**src/rtl/rs232_tx_arbiter.sv**
```systemverilog
// rtl/rs232_tx_arbiter.sv - round-robin byte arbiter and FIFO feeding one rs232out transmitter
//
// Shares a single serial transmitter among NREQ byte producers. Bytes are
// accepted one per cycle into a 2^FIFO_LOG2 FIFO and drained into the
// transmitter's transmit_data/we/busy interface. With LOCK_ON_NEWLINE set,
// a requester keeps the grant until it sends 8'h0A, so text lines stay whole.
//
// Ports:
//   clock       - single clock, all state on posedge
//   reset_n     - asynchronous active-low reset
//   req_valid   - per-requester byte offer
//   req_data    - requester i byte in [8i+7:8i]
//   req_ready   - combinational grant; transfer when valid & ready
//   tx_data     - registered byte to transmitter
//   tx_we       - registered one-cycle write strobe to transmitter
//   tx_busy     - transmitter busy
//   fifo_level  - current FIFO occupancy
//   idle        - FIFO empty, drain FSM idle and transmitter not busy
module rs232_tx_arbiter #(
   parameter int NREQ            = 2,
   parameter int FIFO_LOG2       = 4,
   parameter int LOCK_ON_NEWLINE = 1,
   parameter int LOCK_TIMEOUT    = 4096
) (
   input  logic                 clock,
   input  logic                 reset_n,
   input  logic [NREQ-1:0]      req_valid,
   input  logic [8*NREQ-1:0]    req_data,
   output logic [NREQ-1:0]      req_ready,
   output logic [7:0]           tx_data,
   output logic                 tx_we,
   input  logic                 tx_busy,
   output logic [FIFO_LOG2:0]   fifo_level,
   output logic                 idle
);

   localparam int DEPTH = 1 << FIFO_LOG2;
   localparam int LW    = FIFO_LOG2 + 1;
   localparam int IW    = (NREQ > 1) ? $clog2(NREQ) : 1;
   localparam int TW    = $clog2(LOCK_TIMEOUT);

   localparam logic [FIFO_LOG2-1:0] PTR_INC    = FIFO_LOG2'(1);
   localparam logic [LW-1:0]        LVL_INC    = LW'(1);
   localparam logic [LW-1:0]        FULL_LEVEL = LW'(DEPTH);
   localparam logic [TW-1:0]        CNT_INC    = TW'(1);
   localparam logic [TW-1:0]        CNT_MAX    = TW'(LOCK_TIMEOUT - 1);

   typedef enum logic {S_IDLE, S_GUARD} drain_state_t;

   logic [7:0]           mem [DEPTH];
   logic [FIFO_LOG2-1:0] wr_ptr;
   logic [FIFO_LOG2-1:0] rd_ptr;
   logic [LW-1:0]        count;
   logic                 full;

   logic [IW-1:0]        last_grant;
   logic [IW-1:0]        lock_owner;
   logic                 locked;
   logic [TW-1:0]        lock_cnt;

   logic                 win_found;
   logic [IW-1:0]        win_idx;
   logic [IW-1:0]        acc_idx;
   logic [7:0]           acc_data;
   logic                 accept;
   logic                 pop;

   drain_state_t         state;
   drain_state_t         state_nx;
   logic                 tx_we_nx;
   logic [7:0]           tx_data_nx;

   assign full = (count == FULL_LEVEL);

   // Round-robin search starting just after the last granted requester.
   always_comb begin
      logic [IW-1:0] cand;
      win_found = 1'b0;
      win_idx   = '0;
      cand      = '0;
      for (int k = 1; k <= NREQ; k++) begin
         cand = IW'((int'(last_grant) + k) % NREQ);
         if (!win_found && req_valid[cand]) begin
            win_found = 1'b1;
            win_idx   = cand;
         end
      end
   end

   // A full FIFO blocks everyone; a held lock restricts the grant to its owner.
   always_comb begin
      req_ready = '0;
      if (!full) begin
         if (locked) begin
            req_ready[lock_owner] = req_valid[lock_owner];
         end else if (win_found) begin
            req_ready[win_idx] = 1'b1;
         end
      end
   end

   assign acc_idx = locked ? lock_owner : win_idx;
   assign accept  = |(req_valid & req_ready);

   always_comb begin
      acc_data = '0;
      for (int i = 0; i < NREQ; i++) begin
         if (acc_idx == IW'(i)) begin
            acc_data = req_data[8*i +: 8];
         end
      end
   end

   // FIFO storage needs no reset; the pointers and level define validity.
   always_ff @(posedge clock) begin
      if (accept) begin
         mem[wr_ptr] <= acc_data;
      end
   end

   always_ff @(posedge clock or negedge reset_n) begin
      if (!reset_n) begin
         wr_ptr <= '0;
         rd_ptr <= '0;
         count  <= '0;
      end else begin
         if (accept) begin
            wr_ptr <= wr_ptr + PTR_INC;
         end
         if (pop) begin
            rd_ptr <= rd_ptr + PTR_INC;
         end
         case ({accept, pop})
            2'b10:   count <= count + LVL_INC;
            2'b01:   count <= count - LVL_INC;
            default: count <= count;
         endcase
      end
   end

   // Arbitration history, line lock and the lock-owner idle timeout.
   always_ff @(posedge clock or negedge reset_n) begin
      if (!reset_n) begin
         last_grant <= '0;
         lock_owner <= '0;
         locked     <= 1'b0;
         lock_cnt   <= '0;
      end else begin
         if (accept) begin
            last_grant <= acc_idx;
         end
         if (locked) begin
            if (accept) begin
               lock_cnt <= '0;
            end else if (full && req_valid[lock_owner]) begin
               // Owner is stalled by back-pressure, not idle: hold the count.
               lock_cnt <= lock_cnt;
            end else if (lock_cnt == CNT_MAX) begin
               locked   <= 1'b0;
               lock_cnt <= '0;
            end else begin
               lock_cnt <= lock_cnt + CNT_INC;
            end
         end
         if (accept && (LOCK_ON_NEWLINE != 0)) begin
            locked     <= (acc_data != 8'h0A);
            lock_owner <= acc_idx;
         end
      end
   end

   // Drain FSM. GUARD skips one cycle because the transmitter only raises
   // busy the cycle after it sees we, so busy is not yet meaningful there.
   always_ff @(posedge clock or negedge reset_n) begin
      if (!reset_n) begin
         state   <= S_IDLE;
         tx_we   <= 1'b0;
         tx_data <= '0;
      end else begin
         state   <= state_nx;
         tx_we   <= tx_we_nx;
         tx_data <= tx_data_nx;
      end
   end

   always_comb begin
      state_nx   = state;
      tx_we_nx   = 1'b0;
      tx_data_nx = tx_data;
      pop        = 1'b0;
      case (state)
         S_IDLE: begin
            if ((count != '0) && !tx_busy) begin
               pop        = 1'b1;
               tx_we_nx   = 1'b1;
               tx_data_nx = mem[rd_ptr];
               state_nx   = S_GUARD;
            end
         end
         S_GUARD: begin
            state_nx = S_IDLE;
         end
         default: begin
            state_nx = S_IDLE;
         end
      endcase
   end

   assign fifo_level = count;
   assign idle       = (count == '0) && (state == S_IDLE) && !tx_busy;

endmodule

```
**config.mk**
```make
export PLATFORM = sky130hd
export DESIGN_NAME = rs232_tx_arbiter
export DESIGN_NICKNAME = d
export VERILOG_FILES = /design/src/rtl/rs232_tx_arbiter.sv
export SDC_FILE = /design/constraint.sdc
export NUM_CORES = 1
export LEC_CHECK = 0
export ABC_AREA = 0
export BUFFER_PORTS_ARGS = -buffer_cell sky130_fd_sc_hd__buf_2
export CAP_MARGIN = 0
export CORE_ASPECT_RATIO = 0.7
export CORE_MARGIN = 2
export CORE_UTILIZATION = 61
export CTS_CLUSTER_SIZE = 25
export DETAILED_ROUTE_END_ITERATION = 12
export PLACE_DENSITY = 0.77
export SETUP_SLACK_MARGIN = 0.4
export SYNTH_ARGS = -nofsm -noshare
export SYNTH_HDL_FRONTEND = slang
export SYNTH_SLANG_ARGS = --single-unit
```
**constraint.sdc**
```tcl
create_clock -name clock -period 3.3 [get_ports clock]
set_clock_uncertainty 0.2 [all_clocks]
set_input_delay 0.33 -clock clock [delete_from_list [all_inputs] [get_ports clock]]
set_output_delay 0.33 -clock clock [all_outputs]
set_load 0.05 [all_outputs]
```
# ---- Yosys cells after proc, flatten, opt, wreduce, memory -nomap -nowiden
# Memories as Yosys holds them, arrays and structs flattened. A register that Yosys moved wholly into a read port is not among the register bits.
# Cells that the tools add are included.
dict set report word_totals {
  ff_bits 29
  ramBits 128
  elab_cells 79
  n_memories 1
}
# name words word_bits read_ports rd_clocked_by_memory_dff write_ports line_no
set mem_list {}
lappend mem_list {mem 16 8 1 1 1 50} ;# logic [7:0] mem [DEPTH];
dict set report op_classes {
  addsub 7
  n_lt_le_gt_ge 6
  eq_ne 6
  mux 32
  bitwise_logic 3
  n_reduce_logical 16
}
# operator n
set op_table {}
lappend op_table {{$mux 12} 3}
lappend op_table {{$mux 1} 21}
lappend op_table {{$add 12x1->12 const B} 1}
lappend op_table {{$eq 12x12->1 const B} 1}
lappend op_table {{$pmux 5 s2} 1}
lappend op_table {{$add 4x1->4 const B} 2}
lappend op_table {{$lt 1x2->1 const B} 4}
lappend op_table {{$mux 8} 1}
lappend op_table {{$ne 8x4->1 const B} 1}
lappend op_table {{$logic_and 1x1->1} 7}
lappend op_table {{$mux 2} 3}
lappend op_table {{$add 5x1->5 const B} 1}
lappend op_table {{$eq 5x5->1 const B} 1}
lappend op_table {{$logic_not 5->1} 1}
lappend op_table {{$reduce_bool 5->1} 1}
lappend op_table {{$sub 5x1->5 const B} 1}
lappend op_table {{$and 2x2->2} 2}
lappend op_table {{$reduce_and 2->1} 2}
lappend op_table {{$logic_not 1->1} 3}
lappend op_table {{$add 1x1->1 const B} 2}
lappend op_table {{$demux 1 s1} 2}
lappend op_table {{$eq 2x1->1 const B} 1}
lappend op_table {{$eq 2x2->1 const B} 1}
lappend op_table {{$ge 1x1->1 const B} 2}
lappend op_table {{other kinds (5)} 5}

# ---- Depth between registers and ports, before layout
# Gate-level depths: netlist of the first run.
dict set report depth {
  ltp_word 18
  ltp_mapped 13
  ltp_nobuf 11
}

# ---- Least setup slack after synthesis of the first run
# No wires, ideal clock.
dict set report synth_path {
  kind {register to register}
  startpoint {reg count[0] (netlist: fifo_level[0])}
  endpoint {reg count[4] (netlist: fifo_level[4])}
  t_arrival_ns 2.946
  required_time_ns 2.951
  setup_slack_ns 0.005
  path_stages_with_launch 12
  path_buffers 1
  synth_period_minus_slack_ns 3.295
  cell_sequence {dfrtp_1 > or4_1 > nor2_1 > nor3_1 > clkbuf_1 > ha_1 > fa_1 > a21o_1 > a21oi_1 > xor2_1 > nor2_1 > xor2_1}
}
dict set report synth_via {
  elab_chain_len 6
  word_cells_on_any_way 14
  classes_between {2 x add/sub; 3 x eq/ne; 4 x mux; 1 x bitwise; 4 x reduce/logical}
}
# element line_no
set synth_rtl {}
lappend synth_rtl {{start: declaration} 53} ;# logic [LW-1:0] count;
lappend synth_rtl {{start signal: assignment} 134} ;# 2'b10: count <= count + LVL_INC;
lappend synth_rtl {{start signal: assignment} 135} ;# 2'b01: count <= count - LVL_INC;
lappend synth_rtl {{start signal: assignment} 136} ;# default: count <= count;
lappend synth_rtl {{$reduce_bool 5->1 (*)} 193} ;# if ((count != '0) && !tx_busy) begin
lappend synth_rtl {{$logic_and 1x1->1 (*)} 193}
lappend synth_rtl {{$mux 1 (*)} 193}
lappend synth_rtl {{$mux 1 (*)} 191} ;# case (state)
lappend synth_rtl {{via pop} 66} ;# logic pop;
lappend synth_rtl {{$eq 2x1->1 or $eq 2x2->1 (tied branches)} 133} ;# case ({accept, pop})
lappend synth_rtl {{$pmux 5 s2 or $reduce_bool 2->1 (tied branches)} n/a}
# Mark *: on every way through the listed nets, which the timed path passes. The rest lies on a longest branch.
# A chain may end at the register's enable or synchronous reset.

# ---- Worst setup path after layout of the first run
dict set report layout_path {
  startpoint {reg count[0] (netlist: fifo_level[0])}
  endpoint {reg count[4] (netlist: fifo_level[4])}
}
dict set report layout_via {
  elab_chain_len 6
  word_cells_on_any_way 14
  classes_between {2 x add/sub; 3 x eq/ne; 4 x mux; 1 x bitwise; 4 x reduce/logical}
}
# element line_no
set layout_rtl {}
lappend layout_rtl {{$eq 5x5->1 or $reduce_bool 5->1 (tied branches)} {73, 193}}
lappend layout_rtl {{$mux 2 or $logic_and 1x1->1 (tied branches)} {93, 193}}
lappend layout_rtl {{$and 2x2->2 or $mux 1 (tied branches)} {103, 193}}
lappend layout_rtl {{$reduce_or 2->1 or $mux 1 (tied branches)} {103, 191}}
lappend layout_rtl {{$eq 2x1->1 or $eq 2x2->1 (tied branches)} 133}
lappend layout_rtl {{$pmux 5 s2 or $reduce_bool 2->1 (tied branches)} n/a}
# Several ways; a longest one is shown, not always the timed one.

==> metrics.md, run 1 <==
| Metric | Value |
|---|---|
| First-pass GRT wire length | 23,600 µm |
| Reg clk slew, reported paths | 70 ps |
| Critical Path AT | 2870 ps |
| Die width | 132 µm |
| GRT overflow | 0 |
| CTS max path bufs | 2 |
| F_max | 361 MHz |
| CORE AREA | 0.0111 mm² |
| Synth area leader | edfxtp_1 |
| 1st-iter DRT viols | 443 |
| Root Driver | clkbuf_16 |
| Crit start category | register |
| Max-slew violation count | 0 |
| Post-route ant nets | 0 |
| Syn Nets | 440 |
| Worst R2R Path Depth | 10 |
| Post-DR vias/cell | 6.35 |
| Final WL | 15,000 µm |
| Met1 WL | 6800 µm |
| Wire length on met3 | 1260 µm |
| Clock latency on the worst-skew pair | 420 ps |
| Ys async rst share | 22.0% |
| CP Class | reg2reg |
| Worst slew margin | 45.9% |
| Clock tree from TritonCTS | yes |
| Initial antenna violation count | 0 |
| TritonCTS buffer count | 17 |
| Crit path required time | 3390 ps |
| Fin cells | 622 |
| Count leader, synth | edfxtp_1 |
| Min-delay worst type | in2reg |
| Layout Utilization | 72.1% |
| Synth warn | 0 |
| Dominant synthesized flop cell | edfxtp_1 |
| # IOs | 38 |
| Synth unique cells | 49 |
| Die height | 93.5 µm |
| Most instantiated cells after synthesis | edfxtp_1 (128), dfrtp_1 (36), mux4_2 (32) |
| Clk sinks | 164 |
| Fin. Hold Viols | 0 |
| Leakage power | 2.85 nW |
| Core Rows | 32 |
| Worst VDD drop | 0.980 mV |
| TritonRoute pass-1 iters | 5 |
| Gr usage total | 26.6% |
| Top Layer Used | met4 |
| Synth Register Bits | 164 |
| Placed cell count | 586 |
| # diodes | 0 |
| Power consumption | 7.93 mW |
| Power per cell area | 992 mW/mm² |
| Setup TNS | 0 ps |
| Leading post-synthesis cells by cell area | edfxtp_1 (55%), dfrtp_1 (13%), mux4_2 (10%), ha_1 (1.8%), mux2_2 (1.8%) |
| H-tree Lvls | 4 |
| Synth top area share | 55.1% |
| Post-Syn Area | 0.00698 mm² |
| Crit. End Element | register |
| Period utilisation layout | 84.0% |
| DP HPWL | 9700 µm |
| Die area | 0.0123 mm² |
| Status | finished clean |
| Worst hold stages | 3 |
| Placer congestion estimate | 0.878 |
| Tmin final | 2770 ps |
| Post-synth EDFFs | 128 |
| Pin count of the biggest net entering global routing | 37 |
| Max capacitance violation total | 0 |
| Cells after Synth | 408 |
| Met2 WL | 6840 µm |
| CP Max Fanout | 5 |
| IO Port Bufs | 37 |
| Initial Util | 62.9% |
| Sequential area share after synthesis | 68.0% |
| Layout fillers | 681 |
| Layout cell share with drive strength beyond 1 | 29.9% |
| Slew @ Worst Pin | 812 ps |
| Drt drc | 0 |
| Synth-to-Final Area Change | 14.6% |
| Layout net count | 488 |
| Via count | 3,951 |
| Final setup violation count | 0 |
| Syn avg cell area | 17.1 µm² |
| Final hold slack | 151 ps |
| Wirelength per Cell | 24.1 µm |
| Vias in the first global route | 3,931 |
| RSZ-0062 raised after global routing | false |
==> registers in the layout, indices dropped and copies added (netlist names) <==
| name | flops |
|---|---|
| rd_ptr | 4 |
| locked | 1 |
| lock_cnt | 12 |
| tx_data | 8 |
| fifo_level | 5 |
| wr_ptr | 4 |
| mem | 128 |
| state | 1 |
| lock_owner | 1 |
==> stage by stage <==
step | instance area, µm² | worst slack (ps)
CTS | 7950 | 419
finish | 8000 | 527
global placement | 7340 | 387
floorplan | 6990 | 204
detailed placement | 7340 | 282
global route | 8000 | 389
==> worst paths after layout <==
check / start / endpoint / slack [ps]
max: fifo_level[0] / fifo_level[4] / 530
max reg2reg: fifo_level[0] / fifo_level[4] / 530
max in group asynchronous: reset_n / locked / 1990
min: tx_busy / state / 150
min reg2reg: tx_data[5] / tx_data[5] / 290
min in group asynchronous: reset_n / rd_ptr[3] / 340
==> worst max-delay path, stage by stage (launching register included) <==
cell     delay (ps)
dfrtp_2         460
or4_4           570
nor2_2          120
nor3_2           70
ha_4            190
fa_2            360
a21o_1          180
a21oi_2         140
xor2_1          160
nor2_1           70
xor2_1          140
==> timing repair <==
| action | 4_1_cts | 5_1_grt |
|---|---|---|
| hold buffers | 1 | 0 |
| resized for setup | 2 | 7 |
| pin swaps | 1 | 2 |
| setup endpoints to repair | 1 | 32 |
| buffers inserted | 1 | 2 |
| hold endpoints to repair | 36 | 0 |
==> area by class of cell <==
class	count	area (µm²)	area share, %
Clock buffer	17	425	5.32
Clock inverter	15	155	1.94
Inverter	3	11.3	0.141
Multi-Input combinational cell	222	2170	27.1
Sequential cell	164	4750	59.4
Tap cell	153	191	2.39
Timing Repair Buffer	48	295	3.69
==> routing by layer <==
layer  track usage (%)  up-vias
li1                  -     1723
met1              39.4     2053
met2              39.0      164
met3              9.21       11
met4              5.62        0
met5                 0        -
==> logic make-up (layout without fill, tap and decap cells) <==
group / after synthesis / after routing / synth area share, %
AOI/OAI and AO/OA: 57 / 57 / 6.10
xor gates and xnor gates: 11 / 11 / 1.38
adders and majority gates: 11 / 11 / 2.08
buffers and inverters: 22 / 83 / 1.54
DFF: 164 / 164 / 68.0
muxes: 52 / 52 / 13.7
and+or+nand+nor: 91 / 91 / 7.22
==> report_power, final <==
group | total (mW) | leakage [nW] | internal (mW) | switching [mW]
Combinational | 2.86 | 0.970 | 1.12 | 1.74
Clock | 1.95 | 0.282 | 1.12 | 0.830
Sequential | 3.12 | 1.60 | 2.83 | 0.290
==> layout by cell type, fill, tap and decap left out, types with 8 or more instances in the layout <==
cell type	synthesis	final
mux4_2	32	32
ha_1	10	9
buf_2	5	37
and2_1	14	14
buf_4	1	8
dfrtp_1	36	31
clkbuf_16	0	17
edfxtp_1	128	128
nand2_1	21	20
mux2_2	11	11
nand3_1	11	11
nor2_1	12	11
Power figures use the tool's default switching activity.
==> run 2: changes to the inputs <==
Settings changed: CORE_UTILIZATION 61 to 55, PLACE_DENSITY 0.77 to 0.73.
Clock period 3.3 ns to 2.35 ns, I/O delays scaled along.
==> run 2 against run 1 <==
  * Die area rose by 11%
  * Via count is 12% higher
  * Worst setup slack worse by 970 ps
  * The run now ends with setup timing left
  * Total power grew 68%
==> metrics.md, run 2 (synthesized netlist as in run 1, its figures left out) <==
| Metric | Value |
|---|---|
| CP max stage cell | or4_4 |
| Layout net count | 562 (+15%) |
| Final setup violation count | 46 (+46) |
| # diodes | 0 (unchanged) |
| Root Driver | clkbuf_16 |
| Pre-CTS WS | -317 ps (-599 ps) |
| Final WL | 18,300 µm (+22%) |
| Wire length on met3 | 1150 µm (-8.5%) |
| Most flop-heavy register | mem |
| Commonest non-fill, non-tap cell in the layout | edfxtp_1 |
| Placed cell count | 619 (+5.6%) |
| Max reg flops | 128 (unchanged) |
| Crit path largest cell delay | 520 ps (-50 ps) |
| Period utilisation layout | 119% (+35 points) |
| Critical Path AT | 2880 ps (about the same) |
| Crit start category | register |
| Status | complete, but fails checks |
| Top Layer Used | met4 |
| Wirelength per Cell | 25.9 µm (+7.8%) |
| DP HPWL | 9440 µm (-2.7%) |
| CP Max Fanout | 4 (-1) |
| Via count | 4,427 (+12%) |
| # IOs | 38 (unchanged) |
| TritonRoute pass-1 iters | 5 (unchanged) |
| Die height | 98.2 µm (+5.1%) |
| Initial Util | 56.2% (-6.7 points) |
| Fin cells | 705 (+13%) |
| Clock tree from TritonCTS | yes |
| Largest registers | mem (128), lock_cnt (12), tx_data (8) |
| Min-delay worst type | in2reg |
| 1st-iter DRT viols | 386 (-13%) |
| Crit. End Element | register |
| Post-route ant nets | 0 (unchanged) |
| CTS max path bufs | 2 (unchanged) |
| Clock latency on the worst-skew pair | 420 ps (about the same) |
| Placer congestion estimate | 0.842 (-4.2%) |
| Post-Layout Inst Area | 0.00931 mm² (+16%) |
| RSZ-0062 raised after global routing | true |
| Power consumption | 13.3 mW (+68%) |
| Max-slew violation count | 0 (unchanged) |
| Synth-to-Final Area Change | 33.4% |
| Crit path required time | 2440 ps (-950 ps) |
| Gr usage total | 23.8% (-2.9 points) |
| Met1 WL | 7660 µm (+13%) |
| Cell Chain, Critical Path | or4_4 > nor2_4 > nor3_2 > ha_4 > fa_2 > a21o_1 > a21oi_2 > xor2_1 > nor2_1 > xor2_1 |
| Pin count of the biggest net entering global routing | 32 (-14%) |
| Power per cell area | 1430 mW/mm² (+44%) |
| Leakage power | 3.45 nW (+21%) |
| Met2 WL | 9190 µm (+34%) |
| Setup TNS | -14,730 ps (-14,730 ps) |
| Die width | 139 µm (+5.2%) |
| CP Class | reg2reg |
| Layout cell share with drive strength beyond 1 | 49.7% (+20 points) |
| Die area | 0.0136 mm² (+11%) |
| Slew @ Worst Pin | 495 ps (-317 ps) |
| Vias in the first global route | 4,196 (+6.7%) |
| Cell mode on critical path | xor2_1 |
| Clk sinks | 164 (unchanged) |
| Failing checks | setup timing |
| Tmin final | 2790 ps (+19.3 ps) |
| Max capacitance violation total | 0 (unchanged) |
| GRT overflow | 0 (unchanged) |
| TritonCTS buffer count | 17 (unchanged) |
| First-pass GRT wire length | 24,000 µm (+1.9%) |
| Worst slew margin | 67.0% (+21 points) |
| Core Rows | 34 (+6.3%) |
| Worst VDD drop | 1.22 mV (+24%) |
| IO Port Bufs | 37 (unchanged) |
| Post-DR vias/cell | 6.28 (-1.1%) |
| Drt drc | 0 (unchanged) |
| Final worst slack | -442 ps (-969 ps) |
| F_max | 358 MHz (-0.69%) |
| Fin. Hold Viols | 0 (unchanged) |
| Most frequent cells in the layout | edfxtp_1 (128), buf_4 (41), buf_2 (34) |
| CORE AREA | 0.0124 mm² (+12%) |
| Initial antenna violation count | 0 (unchanged) |
| Reg clk slew, reported paths | 60 ps (about the same) |
| Placed Area | 0.00770 mm² (+5.0%) |
| H-tree Lvls | 4 (unchanged) |
[run 2: cell count changes in the layout (fill, tap and decap cells not counted), sizes merged]
| cell | delta |
|---|---|
| buf | +66 |
| bufinv | -2 |
| clkbuf | +12 |
| clkinv | -4 |
| clkinvlp | -2 |
| inv | -3 |
| mux2 | +7 |
[run 2: area by class of cell]
class,instances,area (µm²)
flip-flops and latches,164,4760
fillers,681,3110
multi-input cells,229,2660
repair buffers,115,1080
clock buffers,28,572
well taps,162,203
clock inverters,4,28.8
inverters,3,13.8
[run 2: worst paths after layout]
check,start,to,slack [ps],depth (start not counted)
worst max-delay path,fifo_level[0],fifo_level[4],-440,10
worst min-delay path,req_data[3],locked,60,4
worst max register to register,fifo_level[0],fifo_level[4],-440,10
worst min register to register,tx_data[2],tx_data[2],280,1
max in group asynchronous,reset_n,wr_ptr[3],1180,3
min in group asynchronous,reset_n,rd_ptr[3],110,2
[run 2: worst max-delay path, delay by kind of cell, from the launching register on]
family / cells / cell delay, ps
adders and majority gates: 2 / 540
xor gates and xnor gates: 2 / 330
AOI/OAI and AO/OA: 2 / 350
DFF: 1 / 490
and+or+nand+nor: 4 / 760
[run 2: layer usage]
| layer | up-vias | global-route usage [%] |
|---|---|---|
| met5 | - | 0 |
| met4 | 0 | 6.14 |
| met3 | 26 | 5.05 |
| met2 | 195 | 36.6 |
| met1 | 2321 | 35.4 |
| li1 | 1885 | - |
[run 2: what timing repair did]
action,CTS,global route
pin swaps,22,26
hold buffers,1,0
cloned,3,8
hold endpoints to repair,18,0
setup endpoints to repair,284,293
resized for setup,59,57
setup buffers,24,18
[run 2: power by group]
group	internal [mW]	switching [mW]	leakage [nW]
clock network	1.67	1.09	0.296
logic	3.06	3.13	1.56
registers	3.97	0.414	1.60
total	8.70	4.64	3.45
[run 2: metrics by stage]
step / util, % / hold slack [ps]
finish: 75.0 / 55.9
global route: 75.0 / 69.8
CTS: 71.1 / 24.1
detailed placement: 62.0 / 34.9
global placement: 62.0 / 23.4
floorplan: - / -261
==> run 3: changes to the inputs <==
Settings changed: CELL_PAD_IN_SITES_DETAIL_PLACEMENT set to 1, CELL_PAD_IN_SITES_GLOBAL_PLACEMENT set to 1, CORE_UTILIZATION 55 to 45, PLACE_DENSITY 0.73 to 0.69.
==> run 3 against run 2 <==
  * The run still ends with setup timing left
  * Routed wire length rose by 3.4%
  * Critical endpoint unchanged
  * Highest routed layer unchanged
  * Sequential power fell by 1%
  * Count of clock-buffer cells in the layout is 10 lower
  * Worst hold slack lost 35 ps
  * Total power fell by 2.1%
  * Via count is 0.66% lower
  * Final area fell by 1.2%
==> metrics.md, run 3 (synthesized netlist as in run 1, its figures left out) <==
| Metric | Value |
|---|---|
| Power per cell area | 1420 mW/mm² (-0.89%) |
| Post-Layout Inst Area | 0.00920 mm² (-1.2%) |
| Reg clk slew, reported paths | 70 ps (about the same) |
| Pin count of the biggest net entering global routing | 32 (unchanged) |
| Initial Util | 45.6% (-11 points) |
| Clock tree from TritonCTS | yes |
| Layout fillers | 1,397 (+110%) |
| Final setup violation count | 144 (+210%) |
| Wirelength per Cell | 25.6 µm (-1.4%) |
| Slew @ Worst Pin | 534 ps (+38.9 ps) |
| Min-delay worst type | in2reg |
| Placed Area | 0.00776 mm² (+0.81%) |
| Max capacitance violation total | 0 (unchanged) |
| Drt drc | 0 (unchanged) |
| F_max | 354 MHz (-1.1%) |
| Via count | 4,398 (-0.66%) |
| Gr usage total | 21.5% (-2.3 points) |
| Layout cell share with drive strength beyond 1 | 49.5% (-0.19 points) |
| Crit start category | register |
| # IOs | 38 (unchanged) |
| Clock latency on the worst-skew pair | 430 ps (about the same) |
| Leakage power | 3.36 nW (-2.5%) |
| CP Class | reg2reg |
| Tmin final | 2820 ps (+32.2 ps) |
| Placer congestion estimate | 0.801 (-4.9%) |
| Worst slew margin | 64.4% (-2.6 points) |
| Core Rows | 38 (+12%) |
| Fin. Hold Viols | 0 (unchanged) |
| Crit. End Element | register |
| Post-DR vias/cell | 5.95 (-5.2%) |
| GRT overflow | 0 (unchanged) |
| 1st-iter DRT viols | 261 (-32%) |
| CORE AREA | 0.0153 mm² (+23%) |
| Failing checks | setup timing |
| Period utilisation layout | 120% (+1.4 points) |
| Post-route ant nets | 0 (unchanged) |
| Fin cells | 739 (+4.8%) |
| Largest registers | mem (128), lock_cnt (12), tx_data (8) |
| CTS max path bufs | 2 (unchanged) |
| Synth-to-Final Area Change | 31.8% |
| CP Max Fanout | 4 (unchanged) |
| Final worst slack | -474 ps (-32.2 ps) |
| DP HPWL | 10,500 µm (+11%) |
| # diodes | 0 (unchanged) |
| TritonCTS buffer count | 17 (unchanged) |
| Clk sinks | 164 (unchanged) |
| Placed cell count | 659 (+6.5%) |
| Die height | 108 µm (+10%) |
| Max reg flops | 128 (unchanged) |
| Crit path required time | 2460 ps (+20 ps) |
| Most flop-heavy register | mem |
| IO Port Bufs | 37 (unchanged) |
| Die width | 153 µm (+10%) |
| Final hold slack | 21.0 ps (-34.9 ps) |
| H-tree Lvls | 4 (unchanged) |
| Commonest non-fill, non-tap cell in the layout | edfxtp_1 |
| Worst VDD drop | 0.603 mV (-50%) |
| Status | complete, but fails checks |
| Final WL | 18,900 µm (+3.4%) |
| Max-slew violation count | 0 (unchanged) |
| Layout net count | 558 (-0.71%) |
| Most frequent cells in the layout | edfxtp_1 (128), buf_4 (42), buf_2 (34) |
| Root Driver | clkbuf_16 |
| First-pass GRT wire length | 26,000 µm (+8.4%) |
| TritonRoute pass-1 iters | 5 (unchanged) |
| Initial antenna violation count | 0 (unchanged) |
| Critical Path AT | 2940 ps (+60 ps) |
| Vias in the first global route | 4,456 (+6.2%) |
| RSZ-0062 raised after global routing | true |
| Die area | 0.0165 mm² (+21%) |
[run 3: critical path, stage by stage, from the launching register on]
cell and delay, ps:
dfrtp_4 500, or4_4 520, nor2_4 110, nor3_2 60
ha_4 190, fa_2 350, a21o_1 190, a21oi_2 140
xor2_1 190, nor2_1 90, xor2_1 150
[run 3: timing repair]
item                                   in CTS  in global routing
pin swaps                                  21                 25
resized for setup                          54                 47
endpoints found under the hold margin      19                  0
cloned                                      2                  5
hold buffers                                3                  0
setup endpoints to repair                 286                293
buffers inserted                           22                 16
[run 3: stage by stage]
stage               TNS, ps  util, %  setup slack [ps]  power, mW
floorplan             -1470        -              -593       7.39
global placement       -472     50.7              -310       8.61
detailed placement     -649     50.7              -350       8.78
CTS                   -7300     57.6              -329       12.3
global route         -28540     60.1              -520       13.6
finish               -20770     60.1              -474       13.1
[run 3: worst paths after layout]
path | from | to | slack [ps] | depth (start not counted)
worst min register to register | tx_data[2] | tx_data[2] | 290 | 1
max in group asynchronous | reset_n | wr_ptr[3] | 1150 | 3
worst max-delay path | fifo_level[0] | fifo_level[4] | -470 | 10
min in group asynchronous | reset_n | state | 110 | 2
worst max register to register | fifo_level[0] | fifo_level[4] | -470 | 10
worst min-delay path | req_data[1] | locked | 20 | 4
[run 3: final cells by class]
cell class,instances,area [µm²],area share (%)
Clock buffer,18,429,4.67
Clock inverter,14,144,1.56
Inverter,3,13.8,0.150
Multi-Input combinational cell,227,2590,28.2
Sequential cell,164,4750,51.7
Tap cell,200,250,2.72
Timing Repair Buffer,113,1010,11.0
[run 3: power by group]
part	internal (mW)	total, mW	switching [mW]
clock	1.49	2.74	1.25
sequential	3.97	4.34	0.371
combinational	2.87	5.97	3.11
[run 3: per-layer routing]
metal  track usage [%]  routed length (µm)
met5                 0                   0
met4              7.54                 379
met3              3.93                 811
met2              34.1                9500
met1              30.3                8220
